`src/rtl/arith_pkg.sv`:
```
// Shared arithmetic definitions: sequencer state encoding and default
// operand sizing for the bit-serial arithmetic blocks.
package arith_pkg;

    localparam int DEFAULT_WIDTH = 8;
    localparam int DEFAULT_CNT_W = 5;

    typedef enum logic [1:0] {
        ST_IDLE = 2'd0,
        ST_RUN  = 2'd1,
        ST_DONE = 2'd2
    } state_e;

endpackage

```
`src/rtl/full_subtractor.sv`:
```
// One-bit full subtractor (x - y - bin) built from two half-subtractor
// stages whose borrows are merged with an OR.
module full_subtractor (
    input  logic x,
    input  logic y,
    input  logic bin,
    output logic d,
    output logic bout
);

    logic hs1_d;
    logic hs1_b;
    logic hs2_b;

    // First stage: x - y; second stage: subtract the incoming borrow.
    always_comb begin
        hs1_d = x ^ y;
        hs1_b = ~x & y;
        d     = hs1_d ^ bin;
        hs2_b = ~hs1_d & bin;
        bout  = hs1_b | hs2_b;
    end

endmodule

```
`src/rtl/serial_subtractor.sv`:
```
// Bit-serial unsigned subtractor: latches a and b on start, retires one
// bit per clock LSB first, and reports a - b with its final borrow.
module serial_subtractor
    import arith_pkg::*;
#(
    parameter int WIDTH = DEFAULT_WIDTH,
    parameter int CNT_W = DEFAULT_CNT_W
) (
    input  logic             clk_in,
    input  logic             rst_in,
    input  logic             start_in,
    input  logic [WIDTH-1:0] a_in,
    input  logic [WIDTH-1:0] b_in,
    output logic             busy_out,
    output logic             done_out,
    output logic [WIDTH-1:0] diff_out,
    output logic             borrow_out
);

    localparam logic [CNT_W-1:0] LAST_CNT = CNT_W'(WIDTH - 1);

    state_e           state_q, state_d;
    logic [CNT_W-1:0] cnt_q, cnt_d;
    logic [WIDTH-1:0] a_q, a_d;
    logic [WIDTH-1:0] b_q, b_d;
    logic [WIDTH-1:0] r_q, r_d;
    logic             br_q, br_d;
    logic             busy_q, busy_d;
    logic             done_q, done_d;
    logic [WIDTH-1:0] diff_q, diff_d;
    logic             borrow_q, borrow_d;

    logic             bit_d;
    logic             bit_bout;

    full_subtractor u_cell (
        .x    (a_q[0]),
        .y    (b_q[0]),
        .bin  (br_q),
        .d    (bit_d),
        .bout (bit_bout)
    );

    // Next-state, datapath and registered-output logic.
    always_comb begin
        state_d  = state_q;
        cnt_d    = cnt_q;
        a_d      = a_q;
        b_d      = b_q;
        r_d      = r_q;
        br_d     = br_q;
        busy_d   = 1'b0;
        done_d   = 1'b0;
        diff_d   = diff_q;
        borrow_d = borrow_q;
        case (state_q)
            ST_IDLE, ST_DONE: begin
                if (start_in) begin
                    state_d = ST_RUN;
                    a_d     = a_in;
                    b_d     = b_in;
                    br_d    = 1'b0;
                    cnt_d   = '0;
                    busy_d  = 1'b1;
                end else begin
                    state_d = ST_IDLE;
                end
            end
            ST_RUN: begin
                a_d            = a_q >> 1;
                b_d            = b_q >> 1;
                r_d            = r_q >> 1;
                r_d[WIDTH-1]   = bit_d;
                br_d           = bit_bout;
                cnt_d          = cnt_q + CNT_W'(1);
                // The compare uses the pre-increment count, so WIDTH=1 finishes on the first edge.
                if (cnt_q == LAST_CNT) begin
                    state_d  = ST_DONE;
                    done_d   = 1'b1;
                    diff_d   = r_d;
                    borrow_d = bit_bout;
                end else begin
                    busy_d   = 1'b1;
                end
            end
            default: begin
                state_d = ST_IDLE;
            end
        endcase
    end

    // State and output registers with synchronous reset.
    always_ff @(posedge clk_in) begin
        if (rst_in) begin
            state_q  <= ST_IDLE;
            cnt_q    <= '0;
            a_q      <= '0;
            b_q      <= '0;
            r_q      <= '0;
            br_q     <= 1'b0;
            busy_q   <= 1'b0;
            done_q   <= 1'b0;
            diff_q   <= '0;
            borrow_q <= 1'b0;
        end else begin
            state_q  <= state_d;
            cnt_q    <= cnt_d;
            a_q      <= a_d;
            b_q      <= b_d;
            r_q      <= r_d;
            br_q     <= br_d;
            busy_q   <= busy_d;
            done_q   <= done_d;
            diff_q   <= diff_d;
            borrow_q <= borrow_d;
        end
    end

    assign busy_out   = busy_q;
    assign done_out   = done_q;
    assign diff_out   = diff_q;
    assign borrow_out = borrow_q;

endmodule

```
`config.mk`:
```
export PLATFORM = sky130hd
export DESIGN_NAME = serial_subtractor
export DESIGN_NICKNAME = d
export VERILOG_FILES = /design/src/rtl/arith_pkg.sv /design/src/rtl/full_subtractor.sv /design/src/rtl/serial_subtractor.sv
export SDC_FILE = /design/constraint.sdc
export NUM_CORES = 1
export LEC_CHECK = 0
export BUFFER_PORTS_ARGS = -buffer_cell sky130_fd_sc_hd__buf_2
export CORE_MARGIN = 5
export CORE_UTILIZATION = 54
export DETAILED_ROUTE_END_ITERATION = 10
export PLACE_DENSITY = 0.87
export SLEW_MARGIN = 10
export SYNTH_ARGS = -nofsm -noshare
export SYNTH_HDL_FRONTEND = slang
export SYNTH_SLANG_ARGS = --single-unit
export TNS_END_PERCENT = 50
```
`constraint.sdc`:
```
create_clock -name clk_in -period 1.6 [get_ports clk_in]
set_input_delay 0 -clock clk_in [delete_from_list [all_inputs] [get_ports clk_in]]
set_output_delay 0 -clock clk_in [all_outputs]
set_load 0.05 [all_outputs]
```
Word-level counts from Yosys, hierarchy flattened
Cells that the tools add are included.
{"block": "totals", "wordCells": 45, "input_bits": 19, "register_bits": 43, "out_inout_bits": 11}
{"block": "classes", "add_sub_neg": 1, "n_reduce_logical": 6, "n_mux": 15, "n_eq_ne": 5, "bitwise_logic": 8}
{"op": "$pmux W8 S2", "count": 2}
{"op": "$mux W8", "count": 2}
{"op": "$pmux W5 S2", "count": 1}
{"op": "$add A5 B1 Y5 const B", "count": 1}
{"op": "$eq A5 B3 Y1 const B", "count": 1}
{"op": "$mux W1", "count": 5}
{"op": "$mux W5", "count": 1}
{"op": "$ne A2 B2 Y1 const B", "count": 2}
{"op": "$pmux W1 S2", "count": 2}
{"op": "$pmux W2 S2", "count": 1}
{"op": "$reduce_and A2 Y1", "count": 2}
{"op": "$reduce_or A2 Y1", "count": 2}
{"op": "$not A1 Y1", "count": 3}
{"op": "$and A1 B1 Y1", "count": 2}
{"op": "$eq A2 B1 Y1 const B", "count": 1}
{"op": "$eq A2 B2 Y1 const B", "count": 1}
{"op": "$logic_not A2 Y1", "count": 1}
{"op": "$mux W2", "count": 1}
{"op": "$reduce_bool A2 Y1", "count": 1}
{"op": "$xor A1 B1 Y1", "count": 2}
{"op": "$or A1 B1 Y1", "count": 1}

Longest topological paths before layout
Gate-level depths: netlist of the first run.
{"block": "depth", "word_depth": 5, "depth_mapped": 5}

By module
A second synthesis of the first run with hierarchy kept.
{"block": "unflattened", "cells_unflattened": 190, "area_unflattened_um2": 1722.9}
{"module": "serial_subtractor", "seq_area_each_um2": 840.8, "cells_per_inst": 186, "instances": 1, "area_each_um2": 1691.6}
{"module": "full_subtractor", "seq_area_each_um2": 0.0, "cells_per_inst": 4, "instances": 1, "area_each_um2": 31.3}

Worst setup path before layout of the first run
No wires, ideal clock.
{"block": "synth_path", "path_kind": "register to register", "startpoint": "reg cnt_q[0]", "endpoint": "reg borrow_q (netlist: borrow_out)", "arrival_ps": 1159, "setup_ps": 121, "path_slack_ps": 320, "stages_incl_launch_ff": 5, "path_buffers": 0, "synth_period_minus_slack_ps": 1280, "cell_sequence": "dfxtp_1 > ha_1 > nand2_1 > nor4_4 > mux2_2"}
{"block": "synth_between", "elab_chain_len": 2}
{"element": "start, declared", "line_no": "serial_subtractor.sv:23", "rtl": "logic [CNT_W-1:0] cnt_q, cnt_d;"}
{"element": "start signal, assigned", "line_no": "serial_subtractor.sv:107", "rtl": "cnt_q <= cnt_d;"}
{"element": "$eq A5 B3 Y1", "line_no": "serial_subtractor.sv:77", "rtl": "if (cnt_q == LAST_CNT) begin"}
{"element": "$reduce_and A2 Y1 (no line)"}
{"element": "end signal, assigned", "line_no": "serial_subtractor.sv:115", "rtl": "borrow_q <= borrow_d;"}
{"element": "end, declared", "line_no": "serial_subtractor.sv:31", "rtl": "logic borrow_q, borrow_d;"}
No other way between the ends.
A chain may end at the register's enable or synchronous reset.

Final worst setup path of the first run
{"block": "layout_path", "startpoint": "reg cnt_q[0]", "endpoint": "reg diff_q[3] (netlist: diff_out[3])"}
{"block": "layout_between", "elab_chain_len": 2}
{"element": "$eq A5 B3 Y1", "line_no": "serial_subtractor.sv:77"}
{"element": "$reduce_and A2 Y1 (no line)"}
{"element": "end signal, assigned", "line_no": "serial_subtractor.sv:114", "rtl": "diff_q <= diff_d;"}
{"element": "end, declared", "line_no": "serial_subtractor.sv:30", "rtl": "logic [WIDTH-1:0] diff_q, diff_d;"}
No other way between the ends.

==> results of run 1 <==
-- worst min path at each step --
stage	start	cells past startpoint	to
after CTS	rst_in	2	cnt_q[4]
after detailed placement	b_in[7]	3	b_q[7]
after global routing	rst_in	2	cnt_q[4]
after global placement	b_in[7]	3	b_q[7]
final	rst_in	2	cnt_q[4]
after floorplan	a_in[7]	2	a_q[7]
-- worst register-to-register path: cells and delay by family, from the launching register on --
kind	cells	cell delay, ns
muxes	1	0.20
and+or+nand+nor	2	0.32
adders and majority gates	1	0.23
DFF	1	0.40
buffers and inverters	1	0.24
-- final cells by class --
type                            instances  area [sq um]  share of cell area
Inverter                                2          7.51             0.00352
Tap cell                               44          55.1              0.0258
Timing Repair Buffer                   55           380               0.178
Multi-Input combinational cell        129           805               0.377
Sequential cell                        42           841               0.394
Clock buffer                            7          45.0              0.0211
-- sequential cells by signal, indices dropped and copies added, names as in the netlist --
register and cells:
b_q 8, a_q 8, cnt_q 5, state_q 2, done_out 1, r_q 7
br_q 1, diff_out 8, borrow_out 1, busy_out 1
-- cell usage in the layout, fill, tap and decap left out, types with 4 or more instances in the layout --
cell type / synthesis / routed
buf_2: 8 / 29
dfxtp_1: 42 / 42
clkbuf_4: 0 / 5
dlygate4sd3_1: 0 / 16
a21oi_1: 29 / 29
mux2i_1: 8 / 8
nand2_1: 18 / 18
nand3_1: 20 / 20
nor2b_1: 4 / 4
nand2b_1: 19 / 19
a22oi_1: 14 / 14
buf_4: 2 / 10
-- logic make-up (layout without fill, tap and decap cells) --
logic type               Yosys count  in the layout  share of synthesized area
buffers and inverters             18             64                     0.0573
multiplexers                      11             11                     0.0652
AO/OA/AOI/OAI                     47             47                      0.161
flip-flops                        42             42                      0.482
AND/OR/NAND/NOR                   69             69                      0.216
adder cells (fa/ha/maj)            2              2                     0.0186
-- report_power, final --
group | internal (mW) | switching [mW]
sequential | 1.08 | 0.0216
clock | 0.166 | 0.321
combinational | 0.112 | 0.131
-- routing by layer --
| layer | part of all wire | vias to the layer above |
|---|---|---|
| li1 | - | 753 |
| met1 | 0.43 | 694 |
| met2 | 0.50 | 36 |
| met3 | 0.054 | 5 |
| met4 | 0.011 | 0 |
| met5 | 0 | - |
-- what timing repair did --
item,CTS,global route
endpoints found under the setup margin,0,0
hold buffers,16,0
hold endpoints to repair,16,0
==> impl_results.md, run 1 <==
* Top achievable clock speed at 690 MHz
* H-tree levels at 2
* Drt total wl at 3500 um
* Core ar. at 3080 sq um
* Synth top area share at 0.482
* Top-count cell post-synth: dfxtp_1
* Starting Density at 0.567
* Pwr Total at 1.83 mW
* Placed cell areas at around 1900 sq um
* VDD IR max at 0.000661 V
* Crit-path max cell delay at 0.40 ns
* Hold Crit Class: input pin to flip-flop
* Number of synthesized register bits at 42
* Critical path capture point: diff_out[3]
* Final Max Tran Viols at 0
* Crit share post-route at 0.906
* Post-synth top area cell: dfxtp_1
* Synth warn at 0
* Fin util at 0.693
* M2 GR Usage at 0.312
* WP data required at about 1.9 ns
* RR Endpoint: diff_out[3]
* Crit Path Max Fanout at 9
* Clock tree buffer depth at 2
* Setup TNS Final at 0 ns
* Synth Instances at 189
* Pre-CTS WS at 0.156 ns
* Vias in the first global route at 1375
* Num rows at 20
* Sink Count at 42
* Setup Crit Path Kind: flip-flop to flip-flop
* CP Cell Sequence: ha_1 > nand2_1 > nor4_4 > buf_4 > mux2i_1
* Post-synth cell types at 29
* Design area at 2130 sq um
* Grt ovf at 0
* Kind of cell adding the most delay to the critical path: flip-flops
* Final ANT Viol Nets at 0
* Ports at 30
* Crit. End Element: flip-flop
* Die H at 66.9 um
* Pin count of the biggest net entering global routing at 27
* Drt drc at 0
* Ys async rst share at 0
* R2r startpoint: cnt_q[0]
* Syn Nets at 210
* Leakage power at 0.802 nW
* Number of fill cells at 260
* M1 GR Usage at 0.204
* Synth-to-layout area growth at 22.2%
* Via total after detailed routing at about 1500
* 1st-iter DRT viols at 69
* Root Buffer Master: clkbuf_4
* Initial antenna violation count at 0
* Die Area at 4470 sq um
* Worst setup margin at 0.150 ns
* TritonRoute pass-1 iters at 4
* First-pass GRT wire length at 6050 um
* Clock Skew at 0.00562 ns
* Worst reg-to-reg setup slack at 0.15 ns
* DR vias/cell at approximately 5.3
* Share of cells above drive strength 1 at 0.209
* Final hold vios at 0
* Period minus WS final at about 1.4 ns
* GRT busiest layer: met2
* Max-Cap Viols at 0
* CTS resizes at 0
* Final #Nets at 256
* Cell Count, Final, Fillers Out at around 280
* Power density over cell area at 860 nW/um^2
* Total GRT Usage at 0.180
* Clk Latency, worst-skew pair at 0.35 ns
* CTS tree: done
* Gpl congestion at ~0.81
* Max-slew headroom at 0.770
* Wire length per cell at around 13 um
* Setup-failing EPs final at 0
* Synth top cells by count: dfxtp_1 (42), a21oi_1 (29), nand3_1 (20)
* Post-CTS setup repair buffer count at 0
* Hold slack final at 0.0144 ns
* Register area share after synthesis at 0.482
* M3 GR Usage at 0.0624
* Status: finished, final reports clean
* Buffers on Ports at 29
* CP Data Arrival Time at roughly 1.7 ns
* Crit path depth at 5
* ANT cells at 0
* CTS buffer count at 5
* Die X at 66.9 um
* RSZ-0062 raised after global routing: false
* Worst Tran Pin Value at 0.343 ns
* Placed Cells at 256
* Synthesized area at 1750 sq um
* Mean Syn Cell Area at 9.24 sq um
* Clock transition at path regs at between 0.1 and 0.15 ns
* Number of synthesized flops with an enable pin at 0
* CP bufs+invs at 1
* Startpoint Class: flip-flop
* R2r worst-path depth at 5
* Largest cells by area after synthesis: dfxtp_1 (48%), a21oi_1 (8.3%), nand2b_1 (6.8%), a22oi_1 (6.0%), nand3_1 (5.7%)
* Dominant synthesized flop cell: dfxtp_1
* HPWL Detailed at around 2300 um
* CP Launch Point: cnt_q[0]
* Slowest stage cell, crit path: dfxtp_1
Power figures use the tool's default switching activity.
==> inputs of run 2 (changes only) <==
--- a/config.mk
+++ b/config.mk
@@ -5,7 +5,7 @@
 export SDC_FILE = /design/constraint.sdc
 export NUM_CORES = 1
 export LEC_CHECK = 0
-export BUFFER_PORTS_ARGS = -buffer_cell sky130_fd_sc_hd__buf_2
+export BUFFER_PORTS_ARGS = -buffer_cell sky130_fd_sc_hd__buf_4
 export CORE_MARGIN = 5
 export CORE_UTILIZATION = 54
 export DETAILED_ROUTE_END_ITERATION = 10
==> impl_results.md, run 2 (synthesis results as in run 1) <==
* Top achievable clock speed at 694 MHz (was 690 MHz)
* Clock Skew at 0.0145 ns (was 0.00562 ns)
* Clk Latency, worst-skew pair at 0.37 ns (was 0.35 ns)
* Commonest non-fill, non-tap cells in the layout: dfxtp_1 (42), buf_4 (35), a21oi_1 (29), nand3_1 (20), nand2b_1 (19) (was dfxtp_1 (42), a21oi_1 (29), buf_2 (29), nand3_1 (20), nand2b_1 (19))
* ANT cells at 0 (unchanged)
* Max-Cap Viols at 0 (unchanged)
* Most common cell after layout, fill and taps aside: dfxtp_1 (unchanged)
* Grt ovf at 0 (unchanged)
* Pwr Total at 2.03 mW (was 1.83 mW)
* Buffers on Ports at 29 (unchanged)
* Clock tree buffer depth at 2 (unchanged)
* Pin count of the biggest net entering global routing at 39 (was 27)
* Leakage power at 0.822 nW (was 0.802 nW)
* CP Data Arrival Time at 1.73 ns (about the same)
* Crit Path Max Fanout at 9 (unchanged)
* Final ANT Viol Nets at 0 (unchanged)
* Final hold vios at 0 (unchanged)
* Num rows at 20 (unchanged)
* CTS buffer count at 5 (unchanged)
* Area occupied by multi-input gates at 805 sq um (unchanged)
* H-tree levels at 2 (unchanged)
* Worst Tran Pin Value at 0.344 ns (was 0.343 ns)
* Wire length per cell at 13.0 um (was 12.5 um)
* Crit share post-route at 0.900 (was 0.906)
* Final Max Tran Viols at 0 (unchanged)
* Clock transition at path regs at 0.13 ns (was 0.12 ns)
* Die Area at 4470 sq um (unchanged)
* Share of cells above drive strength 1 at 0.210 (was 0.209)
* Startpoint Class: flip-flop (unchanged)
* Max-slew headroom at 0.771 (was 0.770)
* TritonRoute pass-1 iters at 4 (unchanged)
* Ports at 30 (unchanged)
* HPWL Detailed at 2350 um (was 2280 um)
* Initial antenna violation count at 0 (unchanged)
* Total GRT Usage at 0.182 (was 0.180)
* Starting Density at 0.567 (unchanged)
* 1st-iter DRT viols at 55 (was 69)
* CTS tree: done (unchanged)
* Crit. End Element: flip-flop (unchanged)
* Final #Nets at 253 (was 256)
* Vias in the first global route at 1409 (was 1375)
* Drt total wl at 3610 um (was 3500 um)
* Die H at 66.9 um (unchanged)
* Core ar. at 3080 sq um (unchanged)
* DR vias/cell at 5.35 (was 5.33)
* First-pass GRT wire length at 6070 um (was 6050 um)
* Setup TNS Final at 0 ns (unchanged)
* Die X at 66.9 um (unchanged)
* Setup-failing EPs final at 0 (unchanged)
* Number of fill cells at 251 (was 260)
* Hold Crit Class: input pin to flip-flop (unchanged)
* VDD IR max at 0.000670 V (was 0.000661 V)
* Drt drc at 0 (unchanged)
* RSZ-0062 raised after global routing: false (unchanged)
* Root Buffer Master: clkbuf_4 (unchanged)
* Power density over cell area at 914 nW/um^2 (was 860 nW/um^2)
* Status: finished, final reports clean (unchanged)
* Via total after detailed routing at 1482 (was 1488)
* Gpl congestion at 0.827 (was 0.815)
* Storage element area at 841 sq um (unchanged)
* Synth-to-layout area growth at 27.2% (was 22.2%)
* Sink Count at 42 (unchanged)
* Setup Crit Path Kind: flip-flop to flip-flop (unchanged)
* Period minus WS final at 1.44 ns (was 1.45 ns)
* WP data required at 1.89 ns (was 1.88 ns)
==> run 2: per-layer routing <==
layer,up-vias,GRT usage,share of wire
li1,742,-,-
met1,702,0.196,0.41
met2,34,0.324,0.53
met3,4,0.0624,0.051
met4,0,0.0709,0.0080
met5,-,0,0
==> run 2: area by class of cell <==
cell class,instances,area share
repair buffers,52,0.196
clock inverters,3,0.0180
clock buffers,5,0.0169
flip-flops and latches,42,0.379
well taps,44,0.0248
inverters,2,0.00338
multi-input cells,129,0.362
==> run 2: worst paths after layout <==
path	start	to	slack (ns)	cells after the start
hold / removal	rst_in	cnt_q[4]	0.01	2
hold reg to reg	r_q[1]	r_q[1]	0.47	2
setup reg to reg	cnt_q[0]	diff_out[3]	0.16	5
setup / recovery	cnt_q[0]	diff_out[3]	0.16	5
==> run 2: power by group <==
part	internal [mW]	total [mW]	switching (mW)
Clock	0.324	0.672	0.348
Combinational	0.120	0.251	0.131
Sequential	1.08	1.10	0.0210
Total	1.53	2.03	0.500
==> run 2: per-stage QoR <==
stage	worst slack (ns)	util	std cells	hold slack (ns)	instance area (sq um)
2_1_floorplan	0.320	-	189	0.136	1750
3_3_place_gp	0.245	0.643	253	0.253	1980
3_5_place_dp	0.125	0.643	253	0.264	1980
4_1_cts	0.106	0.720	277	0.00150	2220
5_1_grt	0.0316	0.721	277	0.0197	2220
6_report	0.160	0.721	277	0.0127	2220
==> run 2: timing repair <==
action / CTS / global route
endpoints found under the hold margin: 16 / 0
buffers inserted: 0 / 0
setup endpoints to repair: 0 / 2
hold buffers: 16 / 0
resized for setup: 0 / 1
==> run 2: worst max-delay path, stage by stage, from the launching register on <==
cell and delay (ns):
dfxtp_1 0.38, ha_1 0.23, nand2_1 0.12, nor4_4 0.23, buf_6 0.20, mux2i_1 0.19
